## src/rtl/switch_control.sv

```systemverilog
// NoC router switch allocator: round-robin pick of a waiting header, XY route,
// grant if the output is free, and free connections on packet release.
// Ports: clock, reset (async active-low), h, data_in (5 head flits),
//   release_i (tail pulses), ack_h (grant pulses), mux_in/mux_out (3-bit
//   per-port connection tables), in_active, out_busy. When SC_DENY_COUNTER_EN
//   is defined, deny_count (16-bit saturating deny counter) is added.
module switch_control #(
  parameter int FLIT_W  = 16,
  parameter int ADDR_W  = 4,
  parameter int LOCAL_X = 0,
  parameter int LOCAL_Y = 0
) (
  input  logic                clock,
  input  logic                reset,
  input  logic [4:0]          h,
  input  logic [5*FLIT_W-1:0] data_in,
  input  logic [4:0]          release_i,
  output logic [4:0]          ack_h,
  output logic [14:0]         mux_in,
  output logic [14:0]         mux_out,
  output logic [4:0]          in_active,
  output logic [4:0]          out_busy
`ifdef SC_DENY_COUNTER_EN
  ,
  output logic [15:0]         deny_count
`endif
);

  localparam logic [1:0] IDLE  = 2'd0;
  localparam logic [1:0] ARB   = 2'd1;
  localparam logic [1:0] ROUTE = 2'd2;
  localparam logic [1:0] GRANT = 2'd3;

  localparam logic [2:0] EAST  = 3'd0;
  localparam logic [2:0] WEST  = 3'd1;
  localparam logic [2:0] NORTH = 3'd2;
  localparam logic [2:0] SOUTH = 3'd3;
  localparam logic [2:0] LOCAL = 3'd4;

  localparam logic [ADDR_W-1:0] LX = ADDR_W'(LOCAL_X);
  localparam logic [ADDR_W-1:0] LY = ADDR_W'(LOCAL_Y);

  logic [1:0]        state_q, state_d;
  logic [2:0]        ptr_q, sel_q, dest_q;
  logic [ADDR_W-1:0] tx_q, ty_q;
  logic [4:0]        in_active_q, in_active_d;
  logic [4:0]        out_busy_q, out_busy_d;
  logic [14:0]       mux_in_q, mux_in_d;
  logic [14:0]       mux_out_q, mux_out_d;

  logic [FLIT_W-1:0] flit [5];
  logic [4:0]        req;
  logic [2:0]        win;
  logic              found;
  logic [3:0]        idx;
  logic [2:0]        dest_c;
  logic              deny;

  for (genvar g = 0; g < 5; g++) begin : g_flit
    assign flit[g] = data_in[g*FLIT_W +: FLIT_W];
  end

  // Only the coordinate field of each flit is routed on.
  logic unused_flit;
  assign unused_flit = ^data_in;

  assign req = h & ~in_active_q;

  // Round-robin scan starting just after the last winner.
  always_comb begin
    win   = ptr_q;
    found = 1'b0;
    idx   = 4'd0;
    for (int k = 1; k <= 5; k++) begin
      idx = {1'b0, ptr_q} + 4'(k);
      if (idx > 4'd4) idx = idx - 4'd5;
      if (!found && req[idx[2:0]]) begin
        found = 1'b1;
        win   = idx[2:0];
      end
    end
  end

  always_comb begin
    if (tx_q > LX)      dest_c = EAST;
    else if (tx_q < LX) dest_c = WEST;
    else if (ty_q > LY) dest_c = NORTH;
    else if (ty_q < LY) dest_c = SOUTH;
    else                dest_c = LOCAL;
  end

  // Busy check uses the registered table, so a same-cycle release
  // of the target output still denies this pass.
  assign deny = (state_q == ROUTE) && out_busy_q[dest_c];

  always_comb begin
    state_d = state_q;
    unique case (state_q)
      IDLE:    if (|req) state_d = ARB;
      ARB:     state_d = found ? ROUTE : IDLE;
      ROUTE:   state_d = deny ? IDLE : GRANT;
      GRANT:   state_d = IDLE;
      default: state_d = IDLE;
    endcase
  end

  always_comb begin
    in_active_d = in_active_q;
    out_busy_d  = out_busy_q;
    mux_in_d    = mux_in_q;
    mux_out_d   = mux_out_q;
    for (int i = 0; i < 5; i++) begin
      if (release_i[i] && in_active_q[i]) begin
        in_active_d[i] = 1'b0;
        out_busy_d[mux_in_q[i*3 +: 3]] = 1'b0;
      end
    end
    if (state_q == GRANT) begin
      in_active_d[sel_q]      = 1'b1;
      out_busy_d[dest_q]      = 1'b1;
      mux_in_d[sel_q*3 +: 3]  = dest_q;
      mux_out_d[dest_q*3 +: 3] = sel_q;
    end
  end

  always_ff @(posedge clock or negedge reset) begin
    if (!reset) begin
      state_q     <= IDLE;
      ptr_q       <= LOCAL;
      sel_q       <= 3'd0;
      dest_q      <= 3'd0;
      tx_q        <= '0;
      ty_q        <= '0;
      in_active_q <= '0;
      out_busy_q  <= '0;
      mux_in_q    <= '0;
      mux_out_q   <= '0;
    end else begin
      state_q     <= state_d;
      in_active_q <= in_active_d;
      out_busy_q  <= out_busy_d;
      mux_in_q    <= mux_in_d;
      mux_out_q   <= mux_out_d;
      if (state_q == ARB && found) begin
        sel_q <= win;
        ptr_q <= win;
        tx_q  <= flit[win][2*ADDR_W-1:ADDR_W];
        ty_q  <= flit[win][ADDR_W-1:0];
      end
      if (state_q == ROUTE) dest_q <= dest_c;
    end
  end

`ifdef SC_DENY_COUNTER_EN
  logic [15:0] deny_q;
  always_ff @(posedge clock or negedge reset) begin
    if (!reset)                         deny_q <= '0;
    else if (deny && deny_q != 16'hFFFF) deny_q <= deny_q + 16'd1;
  end
  assign deny_count = deny_q;
`endif

  // Grant pulse decodes from the state register so reset cuts it at once.
  assign ack_h     = (state_q == GRANT) ? (5'b00001 << sel_q) : 5'b00000;
  assign mux_in    = mux_in_q;
  assign mux_out   = mux_out_q;
  assign in_active = in_active_q;
  assign out_busy  = out_busy_q;

endmodule
```

## config.mk

```make
export PLATFORM = sky130hd
export DESIGN_NAME = switch_control
export DESIGN_NICKNAME = d
export VERILOG_FILES = /design/src/rtl/switch_control.sv
export SDC_FILE = /design/constraint.sdc
export NUM_CORES = 1
export LEC_CHECK = 0
export CORE_MARGIN = 2
export CORE_UTILIZATION = 51
export CTS_BUF_LIST = sky130_fd_sc_hd__clkbuf_2 sky130_fd_sc_hd__clkbuf_4 sky130_fd_sc_hd__clkbuf_8
export DETAILED_ROUTE_END_ITERATION = 8
export PLACE_DENSITY = 0.86
export SLEW_MARGIN = 20
export SYNTH_ARGS = -nofsm -noshare
export SYNTH_HDL_FRONTEND = slang
export SYNTH_SLANG_ARGS = --single-unit
```

## constraint.sdc

```tcl
create_clock -name clock -period 8.69 [get_ports clock]
set_input_delay 1.738 -clock clock [delete_from_list [all_inputs] [get_ports clock]]
set_output_delay 1.738 -clock clock [all_outputs]
set_load 0.02 [all_outputs]
```

# --- After elaboration in Yosys (flattened, before gate mapping) ---
# Index checks and enable logic that the tools add are counted.
classes:
  eq_ne: 4
  muxes: 67
  n_addsub: 12
  order_cmp: 30
  bitwise_logic: 15
  n_mul: 2
  n_reduce_logical: 24
  shifts: 5
ops:
  columns: ["op", "count"]
  rows:
  - ["$neg 5->34", 2]
  - ["$shift 3x34->15 const A", 2]
  - ["$shiftx 3x34->15", 2]
  - ["$lt 3x4->1 const B", 13]
  - ["$bmux 16 s3", 1]
  - ["$mux 3", 14]
  - ["$mux 5", 8]
  - ["$and 5x5->5", 6]
  - ["$bwmux 15", 2]
  - ["$not 5->5", 6]
  - ["$mux 1", 23]
  - ["$demux 1 s3", 7]
  - ["$ge 3x1->1 const B", 7]
  - ["$gt 4x3->1 const B", 5]
  - ["$bmux 1 s3", 6]
  - ["$logic_and 1x1->1", 18]
  - ["$mux 8", 2]
  - ["$sub 3x3->3 const B", 5]
  - ["$mul 3x2->5 const B", 2]
  - ["$or 5x5->5", 2]
  - ["$add 3x2->4 const B", 2]
  - ["$add 3x3->4 const B", 2]
  - ["$gt 4x1->1 const B", 2]
  - ["$lt 4x1->1 const B", 2]
  - ["12 further kinds", 18]
word_totals:
  output_inout_bits: 45
  word_cells: 169
  ff_bits: 59
  input_bits: 92

# --- Depth between registers and ports, before layout ---
# Gate-level depths: netlist of run 1.
logic_depth:
  depth_word: 22
  mapped_depth: 17
  ltp_nobuf: 12

# --- Least setup slack after synthesis of run 1 ---
# OpenSTA, ideal clock, no wires.
synth_timing:
  path_kind: "in2reg"
  start: "input h[1]"
  end: "register tx_q[1]"
  setup_ps: 127
  required_ps: 8563
  arrival_ps: 4236
  cell_stages: 12
  setup_slack_ps: 4327
  path_buffers: 2
  path_cell_list: "nor2b_1 > clkbuf_1 > a2111oi_1 > o21ai_0 > a21o_1 > nor3_2 > nand4b_4 > a31oi_4 > buf_6 > mux2_2 > a21oi_1 > a21oi_1"
synth_between:
  elab_chain_len: 20
  word_cells_on_any_way: 34
  cone_classes: "23 x mux; 2 x bitwise; 9 x reduce/logical"
synth_lines:
  columns: ["item", "line", "rtl"]
  rows:
  - ["start: declaration", "15", "input logic [4:0] h,"]
  - ["$and 5x5->5 (*)", "67", "assign req = h & ~in_active_q;"]
  - ["$bmux 1 s3", "77", "if (!found && req[idx[2:0]]) begin"]
  - ["$mux 1 (not written as such)", "77", null]
  - ["$mux 1", "77", null]
  - ["$logic_not 1->1", "77", null]
  - ["$logic_and 1x1->1", "77", null]
  - ["$mux 1", "77", null]
  - ["$logic_not 1->1", "77", null]
  - ["[3 not listed]", null, null]
  - ["$logic_and 1x1->1", "77", null]
  - ["$mux 1", "77", null]
  - ["$logic_not 1->1", "77", null]
  - ["$logic_and 1x1->1", "77", null]
  - ["$mux 3", "77", null]
  - ["$not 3->4 (not written as such)", "147", "tx_q <= flit[win][2*ADDR_W-1:ADDR_W];"]
  - ["$bmux 16 s3", "147", null]
  - ["$mux 8 (2 in a row)", null, null]
  - ["end signal: assignment", "147", null]
  - ["end: declaration", "45", "logic [ADDR_W-1:0] tx_q, ty_q;"]
# Mark *: on every way between the ends. The rest lies on a longest branch, timed or not. The select of a mux whose other input is x is not followed.
# A chain may end at the register's enable or synchronous reset.

# --- Worst setup path in the final report of run 1 ---
layout_timing:
  start: "input h[1]"
  end: "register tx_q[2]"
# Same word-level chain as after synthesis.

==> results of run 1 <==
==> worst register-to-register path, stage by stage (launching register included) <==
cell	delay, ns
dfrtp_1	0.35
buf_4	0.27
inv_1	0.26
ha_1	0.88
inv_1	0.37
a221oi_1	0.44
a211oi_1	0.13
a2bb2oi_1	0.41
nor3_2	0.18
and3_1	0.31
a31oi_4	0.50
mux2_2	0.40
a22oi_1	0.18
a31oi_1	0.10
==> cells by family after synthesis <==
group	share of synthesized area (%)
buffers and inverters	6.496
adder cells (fa/ha/maj)	6.171
other	0.09734
flip-flops	29.26
AO/OA/AOI/OAI	26.70
AND/OR/NAND/NOR	25.43
multiplexers	4.937
XOR/XNOR	0.9096
==> placed cells by master, fill, tap and decap left out, types with 8 or more instances in the layout <==
master / synthesis / layout
a21oi_1: 26 / 26
a221o_1: 9 / 9
a22o_1: 9 / 9
a22oi_1: 13 / 13
and2_1: 14 / 14
clkdlybuf4s50_1: 0 / 84
conb_1: 1 / 11
dfrtp_1: 44 / 44
ha_1: 19 / 19
inv_1: 14 / 14
mux2_2: 10 / 10
nand2_1: 48 / 48
nand2b_1: 10 / 10
nand3_1: 12 / 12
nor2_1: 25 / 25
nor2b_1: 14 / 14
o21ai_0: 17 / 17
o31ai_1: 8 / 8
==> layout make-up <==
class / instances / area [sq um] / area share (%)
well taps: 99 / 123.9 / 2.569
clock inverters: 3 / 68.82 / 1.427
flip-flops and latches: 45 / 1127 / 23.38
multi-input cells: 364 / 2512 / 52.10
repair buffers: 88 / 868.3 / 18.01
inverters: 14 / 52.55 / 1.090
clock buffers: 5 / 68.82 / 1.427
==> metrics by stage <==
stage	setup slack (ns)	hold slack, ns
3_5_place_dp	3.120	0.3676
4_1_cts	3.418	0.3867
5_1_grt	3.148	0.4089
6_report	3.368	0.3833
3_3_place_gp	3.247	0.3654
2_1_floorplan	4.327	0.4763
==> per-layer routing <==
metal | GRT usage, % | up-vias | part of all wire [%]
met1 | 35.27 | 1882 | 42
met5 | 0 | - | 0
li1 | - | 1799 | -
met3 | 2.755 | 23 | 5.8
met2 | 44.71 | 159 | 50
met4 | 8.838 | 0 | 2.0
==> worst paths after layout <==
check | end | from
worst max-delay path | tx_q[2]$_DFFE_PN0P_ | h[1]
worst min-delay path | out_busy[1]$_DFF_PN0_ | out_busy[1]$_DFF_PN0_
worst max register to register | tx_q[2]$_DFFE_PN0P_ | ptr_q[1]$_DFFE_PN0P_
worst min register to register | out_busy[1]$_DFF_PN0_ | out_busy[1]$_DFF_PN0_
max in group asynchronous | in_active[4]$_DFF_PN0_ | reset
min in group asynchronous | mux_in[7]$_DFFE_PN0P_ | reset
==> power by group <==
part           switching (W)  internal (W)
Sequential         0.0000579      0.000269
Clock              0.0000732      0.000116
Combinational        0.00110      0.000757
==> state kept, by name, summed over array words and instances, names as in the netlist <==
signal and flops:
dest_q 2, in_active 5, mux_in 10, mux_out 9, out_busy 5, ptr_q 3
sel_q 1, state_q 2, tx_q 4, ty_q 4
==> impl_results.md, run 1 <==
* Status: finished, final reports clean
* TritonCTS buffer count at 5
* Placed Instance Area at 4684 sq um
* Max IR drop VDD at 0.4433 mV
* Layout Utilization at 66.13%
* Pre-antenna DRT Iters at 5
* Syn avg cell area at 8.618 sq um
* I/O pin count at 137
* Slew Viols, Final at 0
* Resized cells post-CTS at 0
* Post-CTS Hold Buffers at 0
* Final hold violations at 0
* Worst-skew pair later-pin latency at 0.30 ns
* Die Y at 90.91 um
* Starting density of the core at 52.83%
* Critical path fanouts, max at 17
* Worst Hold Depth at 0
* YS warnings at 0
* Area Growth Syn to Fin at 25.17%
* Library cells used by synthesis at 80
* PD cells at 492.3 nW/um^2
* Root Driver: clkbuf_8
* Async SR Flop Fraction at 100.0%
* CP bufs+invs at 1
* ANT nets after route at 0
* Seq/Total Area, Yosys at 29.26%
* Final instance area at 4822 sq um
* Clock sink total at 45
* Vias in the first global route at 3,637
* FMAX at 187.9 MHz
* Placement row count at 31
* Final setup viols at 0
* Worst stage delay on the critical path at 0.59 ns
* Die Footprint at 8265 sq um
* Type of element capturing the critical path: flop
* Die X at 90.91 um
* Routed vias at 3,863
* RSZ-0062 raised after global routing: no
* Crit path DAT at 5.50 ns
* CP startpoint kind: input port
* Slowest-stage cell, CP: nor2b_1
* Core area at 7292 sq um
* Initial detailed-routing violation count at 306
* Drc violations at 0
* Maximum capacitance violations at 0
* GR Util All Layers at 26.38%
* Rel. slew slack at 35.57%
* FF-to-FF path depth at 13
* CTS clock-pin slew for the worst setup and hold paths at 0.08 ns
* Yosys top cell by area: dfrtp_1
* Synth top area cells: dfrtp_1 29%, ha_1 6.2%, nand2_1 4.7%, a21oi_1 3.4%, mux2_2 2.9%
* Number of instances in the placed design at 610
* CP top delay family: compound AO/OA/AOI/OAI gates
* Critical path, cell by cell: clkdlybuf4s50_1 > nor2b_1 > a22oi_1 > o32a_1 > a2bb2oi_1 > nor3_2 > and3_1 > a31oi_4 > mux2_2 > a22oi_1 > a31oi_1
* Vias per std cell at 6.251
* Fin crit share at 61.24%
* Initial antenna violation count at 0
* H-tree Lvls at 2
* Antenna diodes at 0
* Critical path depth at 11
* Worst R2R Setup Slack at 3.79 ns
* Final Power at 0.002374 W
* Min Tclk post-route at 5.322 ns
* PortBufs at 85
* Register bit total from synthesis at 45
* Share of layout cells above drive strength 1 at 7.514%
* Post-synth top area share at 28.58%
* CTS tree: yes
* Worst-Margin Slew at 0.9664 ns
* EDFF count, synth at 0
* Clk_skew at 0.004574 ns
* Worst endpoint required time at 8.87 ns
* Most frequent CP cell: a22oi_1
* Post-DP HPWL at 8.374 mm
* Cell with the most instances after synthesis: nand2_1
* Total congestion overflow at 0
* Synthesized cell area at 3852 sq um
* Worst hold path type: flop to flop
* Global-route wire length before repair at 18.04 mm
* Setup TNS at 0 ns
* Postcts setup bufs at 0
* Clock Path Buffers at 2
* Layout Nets at 629
* Drt total wl at 11.08 mm
* Synth Instances at 447
* Fill count at 610
* Leakage power at 1.948 nW
* Largest net degree at the start of global routing at 46
* Post-route insts no fill at 618
* Drt wl/cell at 17.93 um
* Main synth FF type: dfrtp_1
* Final RePlAce weighted congestion at 0.9312
* Critical path class: input port to flop
* Post-synth top cells: 48 x nand2_1, 44 x dfrtp_1, 26 x a21oi_1
No activity file was read; power rests on OpenSTA's default activity.
==> inputs of run 2 (changes only) <==
- CORE_UTILIZATION: 51 -> 43
- PLACE_DENSITY: 0.86 -> 0.77
- clock period: 8.69 -> 4.5 ns (I/O delays scaled with it)
==> run 2 against run 1 <==
Setup slack got worse by 3.1 ns. Clock-buffer cell count did not move. Critical path depth rose by 1. Die area rose by 18%. Highest routed layer unchanged.
==> impl_results.md, run 2 (synthesis gave the netlist of run 1 again) <==
* RSZ-0062 raised after global routing: no (unchanged)
* Fin crit share at 93.39%
* Switch share at 51.29% (was 51.93%)
* PD cells at 960.9 nW/um^2 (was 492.3 nW/um^2)
* Root Driver: clkbuf_8 (unchanged)
* Setup TNS at 0 ns (unchanged)
* Largest register FFs at 10 (unchanged)
* I/O pin count at 137 (unchanged)
* Commonest non-fill, non-tap cells in the layout: 84 x clkdlybuf4s50_1, 48 x nand2_1, 44 x dfrtp_1 (unchanged)
* Die Y at 98.65 um (was 90.91 um)
* PortBufs at 85 (unchanged)
* Critical path class: input port to flop (unchanged)
* Psw at 0.002416 W (was 0.001233 W)
* Antenna diodes at 0 (unchanged)
* Routed vias at 3,803 (was 3,863)
* Pre-antenna DRT Iters at 7 (was 5)
* Slew Viols, Final at 0 (unchanged)
* Layout Nets at 642 (was 629)
* Postcts setup bufs at 0 (unchanged)
* Final RePlAce weighted congestion at 0.9877 (was 0.9312)
* CP startpoint kind: input port (unchanged)
* ANT nets after route at 0 (unchanged)
* Worst endpoint required time at 4.69 ns (was 8.87 ns)
* Cell Int Power at 0.002295 W (was 0.001141 W)
* Final hold violations at 0 (unchanged)
* Share of layout cells above drive strength 1 at 9.962% (was 7.514%)
* CTS tree: yes (unchanged)
* Drt wl/cell at 17.23 um (was 17.93 um)
* Commonest non-fill, non-tap cell in the layout: clkdlybuf4s50_1 (unchanged)
* Area Growth Syn to Fin at 27.25% (was 25.17%)
* Die X at 98.65 um (was 90.91 um)
* Drc violations at 0 (unchanged)
* Type of element capturing the critical path: flop (unchanged)
* Maximum capacitance violations at 0 (unchanged)
* Global-route wire length before repair at 18.17 mm (was 18.04 mm)
* Worst-Margin Slew at 0.7304 ns (was 0.9664 ns)
* Clock network power share at 5.5% (was 8.0%)
* Drt total wl at 11.03 mm (was 11.08 mm)
* Min Tclk post-route at 4.202 ns
* Total congestion overflow at 0 (unchanged)
* Rel. slew slack at 50.79% (was 35.57%)
* Status: finished, final reports clean (unchanged)
* Final setup viols at 0 (unchanged)
* Combinational power share at 81.3% (was 78.3%)
* Starting density of the core at 44.18% (was 52.83%)
* Leakage power at 1.994 nW (was 1.948 nW)
* CTS clock-pin slew for the worst setup and hold paths at 0.09 ns (was 0.08 ns)
* Vias in the first global route at 3,702 (was 3,637)
* Initial detailed-routing violation count at 279 (was 306)
* Worst hold path type: flop to flop (unchanged)
* Critical path fanouts, max at 11 (was 17)
* Placement row count at 34 (was 31)
* Sequential Power Share at 13.2% (was 13.8%)
* Crit path DAT at 4.40 ns (was 5.50 ns)
* Worst-skew pair later-pin latency at 0.31 ns (was 0.30 ns)
* GR Util All Layers at 22.65% (was 26.38%)
* Vias per std cell at 5.942 (was 6.251)
* Clock Path Buffers at 2 (unchanged)
* TritonCTS buffer count at 5 (unchanged)
* Core area at 8721 sq um (was 7292 sq um)
* Largest net degree at the start of global routing at 46 (unchanged)
* Post-DP HPWL at 8.503 mm (was 8.374 mm)
* FMAX at 238.0 MHz
* Die Footprint at 9732 sq um (was 8265 sq um)
* Clk_skew at 0.008141 ns (was 0.004574 ns)
* Final hold slack at 0.3817 ns (was 0.3833 ns)
* Initial antenna violation count at 0 (unchanged)
* Max IR drop VDD at 0.5413 mV (was 0.4433 mV)
* Clock sink total at 45 (unchanged)
* H-tree Lvls at 2 (unchanged)
## run 2: changes by cell type in the layout (fill, tap and decap cells not counted), sizes merged
| cell | previous run | this run |
|---|---|---|
| clkinvlp | 0 | 1 |
| clkinv | 0 | 1 |
| buf | 4 | 17 |
| bufinv | 2 | 0 |
## run 2: routing by layer
layer	vias to the layer above	GRT usage (%)	share of wire [%]
met3	15	3.191	5.3
li1	1823	-	-
met4	0	7.903	1.8
met1	1822	30.49	44
met2	143	37.47	49
met5	-	0	0
## run 2: final timing paths
| check | from | end | slack (ns) | cells past startpoint |
|---|---|---|---|---|
| min | out_busy[1]$_DFF_PN0_ | out_busy[1]$_DFF_PN0_ | 0.38 | 0 |
| max | h[1] | ty_q[2]$_DFFE_PN0P_ | 0.30 | 12 |
| min in group asynchronous | reset | mux_in[7]$_DFFE_PN0P_ | 0.58 | 1 |
| max in group asynchronous | reset | mux_out[2]$_DFFE_PN0P_ | 3.53 | 1 |
| max reg2reg | ptr_q[0]$_DFFE_PN0P_ | tx_q[0]$_DFFE_PN0P_ | 0.40 | 13 |
| min reg2reg | out_busy[1]$_DFF_PN0_ | out_busy[1]$_DFF_PN0_ | 0.38 | 0 |
## run 2: critical path, cell delays in order
cell             delay [ns]
clkdlybuf4s50_1        0.44
nor2b_1                0.24
a2111oi_1              0.62
o21ai_0                0.26
a21oi_2                0.29
nand2_1                0.14
o2111ai_1              0.42
a31oi_4                0.25
buf_4                  0.21
a221o_1                0.32
a22oi_1                0.21
a21oi_1                0.10
## run 2: layout make-up
type	instances	area, sq um
Clock buffer	5	68.82
Tap cell	108	135.1
Clock inverter	3	21.27
Inverter	14	52.55
Multi-Input combinational cell	364	2516
Timing Repair Buffer	101	980.9
Fill cell	800	3819
Sequential cell	45	1127
## run 2: metrics by stage
stage / setup slack (ns) / area [sq um] / util (%) / total power [W] / std cells
2_1_floorplan: 0.6664 / 3890 / - / 0.003489 / 457
3_3_place_gp: 0.005469 / 4806 / 55.11 / 0.004323 / 632
3_5_place_dp: -0.02622 / 4806 / 55.11 / 0.004400 / 632
4_1_cts: 0.2740 / 4896 / 56.14 / 0.004668 / 640
5_1_grt: 0.09487 / 4902 / 56.21 / 0.005084 / 640
6_report: 0.2976 / 4902 / 56.21 / 0.004711 / 640
## run 2: power by group through the flow
stage          Sequential [W]  Clock, W  Combinational, W
5_1_grt              0.000636  0.000278           0.00417
2_1_floorplan        0.000650         0           0.00284
6_report             0.000621  0.000259           0.00383
4_1_cts              0.000620  0.000260           0.00379
3_5_place_dp         0.000629         0           0.00377
3_3_place_gp         0.000621         0           0.00370
## run 2: what timing repair did
action | 4_1_cts | 5_1_grt
hold buffers | 0 | 0
resized for setup | 0 | 1
endpoints found under the setup margin | 0 | 1
